### src/rtl/context_table.sv
// Program context table. It saves each user program's resume address when control passes to the OS.
// On an OS restore request it round-robins to the next unfinished program and issues a one-cycle PC load.
module context_table #(
    parameter int NUM_PROG = 2,
    parameter int ADDR_W   = 32,
    parameter int STRIDE   = 1000
) (
    input  logic              clock,
    input  logic              reset,
    input  logic              save_req,
    input  logic [ADDR_W-1:0] save_addr,
    input  logic [2:0]        cur_prog,
    input  logic              end_req,
    input  logic              restore_req,
    output logic              lpc,
    output logic [ADDR_W-1:0] endereco_pc,
    output logic [2:0]        next_prog,
    output logic              busy,
    output logic              all_done,
    output logic              addr_err
);

    typedef enum logic [1:0] {IDLE, SEARCH, ISSUE} state_t;

    state_t              state;
    logic [ADDR_W-1:0]   slot [1:NUM_PROG];
    logic [NUM_PROG:1]   done;
    logic [2:0]          last_prog;
    logic [2:0]          cand;
    logic                pending;

    logic                save_ok;
    logic                end_ok;
    logic [3:0]          pick;
    logic [ADDR_W-1:0]   cand_addr;

    function automatic logic id_ok(input logic [2:0] p);
        return (p != 3'd0) && (int'(p) <= NUM_PROG);
    endfunction

    function automatic logic [ADDR_W-1:0] base_of(input logic [2:0] p);
        return ADDR_W'(p) * ADDR_W'(STRIDE);
    endfunction

    function automatic logic below_base(input logic [ADDR_W-1:0] a, input logic [2:0] p);
        return a < base_of(p);
    endfunction

    // Addresses under the program's base clamp to 0 instead of wrapping.
    function automatic logic [ADDR_W-1:0] rel_addr(input logic [ADDR_W-1:0] a, input logic [2:0] p);
        return below_base(a, p) ? '0 : a - base_of(p);
    endfunction

    // Returns {found, id}: first unfinished program after last, wrapping around to last itself.
    function automatic logic [3:0] pick_next(input logic [2:0] last, input logic [NUM_PROG:1] dn);
        logic       found;
        logic [2:0] id;
        int         p;
        found = 1'b0;
        id    = 3'd0;
        for (int i = 1; i <= NUM_PROG; i++) begin
            p = ((int'(last) - 1 + i) % NUM_PROG) + 1;
            if (!found && !dn[p]) begin
                found = 1'b1;
                id    = 3'(p);
            end
        end
        return {found, id};
    endfunction

    assign save_ok = save_req && id_ok(cur_prog);
    assign end_ok  = end_req && id_ok(cur_prog);
    assign pick    = pick_next(last_prog, done);

    always_comb begin
        cand_addr = '0;
        for (int p = 1; p <= NUM_PROG; p++)
            if (cand == 3'(p)) cand_addr = slot[p];
    end

    always_ff @(posedge clock or negedge reset) begin
        if (!reset) begin
            for (int p = 1; p <= NUM_PROG; p++) slot[p] <= '0;
            done        <= '0;
            last_prog   <= 3'd1;
            cand        <= 3'd0;
            pending     <= 1'b0;
            state       <= IDLE;
            lpc         <= 1'b0;
            endereco_pc <= '0;
            next_prog   <= 3'd0;
            busy        <= 1'b0;
            all_done    <= 1'b0;
            addr_err    <= 1'b0;
        end else begin
            lpc      <= 1'b0;
            all_done <= (&done) || (state == SEARCH && !pick[3]);

            case (state)
                IDLE: begin
                    if (restore_req || pending) begin
                        state   <= SEARCH;
                        busy    <= 1'b1;
                        pending <= 1'b0;
                    end
                end
                SEARCH: begin
                    if (restore_req) pending <= 1'b1;
                    if (pick[3]) begin
                        cand  <= pick[2:0];
                        state <= ISSUE;
                    end else begin
                        state <= IDLE;
                        busy  <= 1'b0;
                    end
                end
                ISSUE: begin
                    if (restore_req) pending <= 1'b1;
                    lpc         <= 1'b1;
                    endereco_pc <= cand_addr;
                    next_prog   <= cand;
                    last_prog   <= cand;
                    state       <= IDLE;
                    busy        <= 1'b0;
                end
                default: begin
                    state <= IDLE;
                    busy  <= 1'b0;
                end
            endcase

            // A save lands after the ISSUE update so the most recent running program wins.
            if (save_ok) begin
                last_prog <= cur_prog;
                if (below_base(save_addr, cur_prog)) addr_err <= 1'b1;
            end
            for (int p = 1; p <= NUM_PROG; p++) begin
                if (save_ok && cur_prog == 3'(p)) slot[p] <= rel_addr(save_addr, cur_prog);
                if (end_ok && cur_prog == 3'(p)) done[p] <= 1'b1;
            end
        end
    end

endmodule

### config.mk
export PLATFORM = sky130hd
export DESIGN_NAME = context_table
export DESIGN_NICKNAME = d
export VERILOG_FILES = /design/src/rtl/context_table.sv
export SDC_FILE = /design/constraint.sdc
export NUM_CORES = 1
export LEC_CHECK = 0
export ABC_AREA = 1
export BUFFER_PORTS_ARGS = -buffer_cell sky130_fd_sc_hd__buf_4
export CAP_MARGIN = 15
export CORE_ASPECT_RATIO = 2
export CORE_MARGIN = 2
export CORE_UTILIZATION = 59
export DETAILED_ROUTE_END_ITERATION = 16
export PLACE_DENSITY = 0.81
export SETUP_SLACK_MARGIN = 0.2
export SLEW_MARGIN = 20
export SYNTH_ARGS = -nofsm -noshare
export SYNTH_HDL_FRONTEND = slang
export SYNTH_SLANG_ARGS = --single-unit
### constraint.sdc
create_clock -name clock -period 2 [get_ports clock]
set_input_delay 0.2 -clock clock [delete_from_list [all_inputs] [get_ports clock]]
set_output_delay 0.2 -clock clock [all_outputs]
set_load 0.02 [all_outputs]
Yosys cells after proc, flatten, opt, wreduce, memory -nomap -nowiden:

Index checks and enable logic that the tools add are counted.

* register bits: 114
* input bits: 40
* output and inout bits: 39
* logic and storage cells: 84

* add/sub/neg operators: 6
* multipliers: 1
* magnitude comparators: 4
* equal/unequal tests: 9
* mux-type cells: 25
* bitwise logic cells: 2
* reductions and logical operators: 23

Operators with widths (count)
* $mux 32: 3
* $lt 32x13->1: 1
* $sub 32x13->32: 1
* $mux 3: 4
* $mux 1: 11
* $mul 3x7->10 const B: 1
* $logic_and 1x1->1: 9
* $lt 3x4->1 const B: 2
* $reduce_and 2->1: 4
* $add 2x2->3 const B: 2
* $eq 3x1->1 const B: 2
* $eq 3x2->1 const B: 2
* $add 4x2->5 const B: 1
* $add 4x3->5 const B: 1
* $bmux 1 s2: 2
* $mux 2: 2
* $ne 2x2->1 const B: 2
* $pmux 1 s2: 2
* $pmux 2 s2: 1
* $reduce_bool 2->1: 2
* $sub 3x1->4 const B: 1
* $le 3x2->1 const B: 1
* $reduce_and 3->1: 1
* $reduce_bool 3->1: 1
* other kinds (8): 11

Longest topological paths before layout:

* word-level depth: 13
* mapped depth: 21
* depth with buffers taken out: 21

Worst setup path after synthesis:

OpenSTA, ideal clock, no wires.

* path type: input -> register
* from: input port cur_prog[0]
* to: register slot[61] in the netlist's numbering
* library setup time: 0.118 ns
* data arrival time: 3.076 ns
* data required time: 1.882 ns
* slack: -1.195 ns
* stages on the path: 15
* path buffers: 1
* path through: fa_1 -> inv_1 -> fa_1 -> fa_1 -> xnor2_1 -> ha_1 -> nand2_1 -> inv_1 -> a21oi_2 -> nor2_1 -> nor2_4 -> nand3_4 -> buf_4 -> nand4_1 -> nand2_1

* word-level cells in the longest chain between the ends: 4
* elaborated cells between the ends (all ways): 10
* those cells by class: 1 x add/sub; 1 x mul; 2 x order compare; 1 x eq/ne; 1 x mux; 4 x reduce/logical

RTL lines
* from (decl): line 12 `input logic [2:0] cur_prog,`
* branches (longest 4 deep; another with $sub 32x13->32)
* to (signal, indexed assignment): line 138 `if (save_ok && cur_prog == 3'(p)) slot[p] <= rel_addr(save_addr, cur_prog);`
* to (decl): line 26 `logic [ADDR_W-1:0] slot [1:NUM_PROG];`

Several ways; the timed one is not identified.
A chain may end at the register's enable or synchronous reset.

Final worst setup path:

* from: input port cur_prog[0]
* to: register slot[58] in the netlist's numbering

The elaborated chain is that of the path after synthesis.

==> impl_metrics.sql <==
INSERT INTO impl_metrics (metric_group, metric, value, unit) VALUES
('synthesis', 'postSynthNetCount', '907', ''),
('route', 'drt_wl_total', '23800', 'um'),
('cells_and_area', 'layout-area-overhead-vs-synth', '38.3', '%'),
('floorplan', 'fp-row-count', '54', ''),
('sta', 'worst-slew-pin-transition', '0.650', 'ns'),
('sta', 'post-route-min-period', '3.11', 'ns'),
('synthesis', 'netlist_top_cells_area', 'dfrtp_1 43%, nand2_1 12%, nand4_1 8.7%', ''),
('sta', 'max_freq', '0.322', 'GHz'),
('synthesis', 'synthDistinctLibCells', '41', ''),
('synthesis', 'synthFlopType', 'dfrtp_1', ''),
('route', 'vias_per_cell', '6.48', ''),
('route', 'first_pass_iters', '7', ''),
('synthesis', 'yosys.area.top_type', 'dfrtp_1', ''),
('global_route', 'grt_remaining_overflow', '0', ''),
('sta', 'final_hold_viol_count', '0', ''),
('power_and_ir_drop', 'power.switching', '4.13', 'mW'),
('cells_and_area', 'multiInputGateArea', '3680', 'um2'),
('worst_setup_path', 'setup.worst_path.class', 'in2reg', ''),
('power_and_ir_drop', 'leakage', '4.38', 'nW'),
('power_and_ir_drop', 'internal_power', '7.26', 'mW'),
('power_and_ir_drop', 'power-per-cell-area', '1250', 'nW/um2'),
('route', 'drt_drc_violations_left', '0', ''),
('synthesis', 'syn_inst', '836', ''),
('run_status', 'run_status', 'finished with violations', ''),
('cts', 'clkTransAtPathRegs', '0.05', 'ns'),
('power_and_ir_drop', 'seq_power_share', '32.2', '%'),
('sta', 'grt_setup_unrepaired', 'true', ''),
('sta', 'finalSetupViolations', '65', ''),
('floorplan', 'num_ports', '79', ''),
('worst_setup_path', 'crit_path_end_kind', 'register', ''),
('cells_and_area', 'fill_cells', '562', ''),
('global_route', 'vias_in_the_first_global_route', '7041', ''),
('cts', 'cts.path.max_buffers', '2', ''),
('worst_setup_path', 'critical_path_required', '2.26', 'ns'),
('sta', 'finalWorstSetupSlack', '-1.11', 'ns'),
('synthesis', 'post_synth_instance_area', '6570', 'um2'),
('floorplan', 'start_util', '60.4', '%'),
('run_status', 'failed_checks', 'setup timing', ''),
('worst_setup_path', 'rrSetupSlack', '0.25', 'ns'),
('global_route', 'grt_max_degree', '66', ''),
('sta', 'timing.clock.skew', '0.00720', 'ns'),
('place', 'detailedPlacementHpwl', '13300', 'um'),
('worst_setup_path', 'worstSetupStartpointType', 'primary input', ''),
('synthesis', 'synth_enable_flop_cells', '0', ''),
('cells_and_area', 'most_common_cell_after_layout_fill_and_taps_aside', 'nand2_1', ''),
('floorplan', 'die_area', '12100', 'um2'),
('cts', 'cts_root_buf', 'clkbuf_16', ''),
('synthesis', 'ys_warn_count', '0', ''),
('route', 'detailedRoute.firstIterationViolations', '893', ''),
('synthesis', 'postSynth.asyncResetShare', '100', '%'),
('power_and_ir_drop', 'clock_power_share', '31.5', '%'),
('cts', 'clkSinkCount', '114', ''),
('cts', 'tritoncts', 'yes', ''),
('synthesis', 'avgSynthCellArea', '7.86', 'um2'),
('cells_and_area', 'layout.cells.most_common_list', '193 x nand2_1, 137 x buf_4, 113 x dfrtp_1', ''),
('synthesis', 'post-synth-top-area-fraction', '43.0', '%'),
('power_and_ir_drop', 'combPwrFrac', '36.3', '%'),
('worst_setup_path', 'crit_fanout', '7', ''),
('power_and_ir_drop', 'power.switching_fraction', '36.3', '%'),
('sta', 'timing.final.crit_share', '155', '%'),
('floorplan', 'die_height', '153', 'um'),
('cells_and_area', 'num-nets-final', '1038', ''),
('cells_and_area', 'drive_above_1_share', '31.5', '%'),
('cts', 'cts_htree_levels', '4', ''),
('synthesis', 'synth-seq-cells', '114', ''),
('power_and_ir_drop', 'worst_ir_drop_vdd', '0.961', 'mV'),
('route', 'antenna_violating_nets_post_route', '0', ''),
('place', 'number_of_input_and_output_port_buffers_inserted', '78', ''),
('route', 'avgRoutedWirePerCell', '21.3', 'um'),
('route', 'via_count_of_the_routed_design', '7259', ''),
('global_route', 'grt_pass1_wl', '35000', 'um');
==> registers in the layout, indices dropped and copies added, names as in the netlist, 2 cells and up <==
register / count
cand: 3
done: 2
next_prog: 3
slot: 64
state: 2
endereco_pc: 32
last_prog: 3
==> kinds of logic (layout without fill, tap and decap cells) <==
family / count (synthesis) / count (layout) / share of synthesized area (%)
buffers and inverters: 132 / 275 / 8.09
adder cells (fa/ha/maj): 31 / 31 / 6.47
AND/OR/NAND/NOR: 446 / 447 / 32.1
flip-flops: 114 / 114 / 43.4
AO/OA/AOI/OAI: 110 / 110 / 9.54
XOR/XNOR: 3 / 3 / 0.400
==> metal layers <==
metal,vias up,wire length [um],GRT usage (%)
li1,3104,-,-
met5,-,0,0
met3,137,1870,7.14
met1,3487,8070,42.8
met4,0,1320,19.5
met2,531,12600,64.5
==> power by group through the flow <==
stage / clock network (mW) / logic, mW / registers [mW]
2_1_floorplan: 0 / 1.62 / 3.88
3_3_place_gp: 0 / 3.27 / 3.52
3_5_place_dp: 0 / 3.42 / 3.57
4_1_cts: 3.55 / 3.74 / 3.58
5_1_grt: 3.68 / 4.42 / 3.68
6_report: 3.59 / 4.13 / 3.67
==> what timing repair did <==
action,4_1_cts,5_1_grt
gates resized for setup,67,37
pin swaps,15,15
endpoints found under the setup margin,70,70
hold buffers,1,0
hold endpoints to repair,48,0
buffers inserted,6,6
cloned,2,2
==> critical path: stages <==
cell	delay (ns)
buf_8	0.10
fa_2	0.62
ha_4	0.21
a211o_1	0.32
a21oi_2	0.17
xor2_1	0.26
ha_1	0.33
nand2_1	0.10
nand2_2	0.07
a21oi_4	0.16
nor2_4	0.05
nor2_4	0.13
nand3_4	0.22
buf_4	0.22
nand3_2	0.09
o21ai_1	0.10
==> path summary, 6_finish.rpt <==
kind	to	cells past startpoint	startpoint
setup reg to reg	busy	7	last_prog[0]
hold reg to reg	next_prog[1]	2	next_prog[1]
hold / removal	pending	3	restore_req
setup / recovery	slot[58]	16	cur_prog[0]
max in group asynchronous	slot[31]	3	reset
min in group asynchronous	state[0]	2	reset
==> per-stage QoR <==
step / util [%] / TNS [ns] / total power [mW] / instance area (um2) / instances
2_1_floorplan: - / -66.46 / 5.50 / 6650 / 836
3_3_place_gp: 71.4 / -84.42 / 6.79 / 7760 / 1071
3_5_place_dp: 71.4 / -93.43 / 6.98 / 7760 / 1071
4_1_cts: 81.0 / -61.05 / 10.9 / 8810 / 1112
5_1_grt: 83.5 / -70.09 / 11.8 / 9090 / 1120
6_report: 83.5 / -66.78 / 11.4 / 9090 / 1120
==> cells in the mapped netlist (8+ instances only) <==
cell and instances:
ha_1 26, o21ai_1 38, nand3_2 15, nand2_1 212, nor2_2 8, clkbuf_1 31
nand4_1 91, nand3_1 35, dfrtp_1 113, a31oi_1 32, nor2_1 72, o21ai_0 22
inv_1 82
==> cell type report <==
cell class | instances | share of cell area, %
sequential | 114 | 31.4
clock buffer | 22 | 5.11
clock inverter | 10 | 2.51
inverter | 88 | 3.68
tap | 140 | 1.93
timing repair buffer | 155 | 14.8
multi-input combinational | 591 | 40.5
Note: power is estimated with default switching activity, not from simulation.
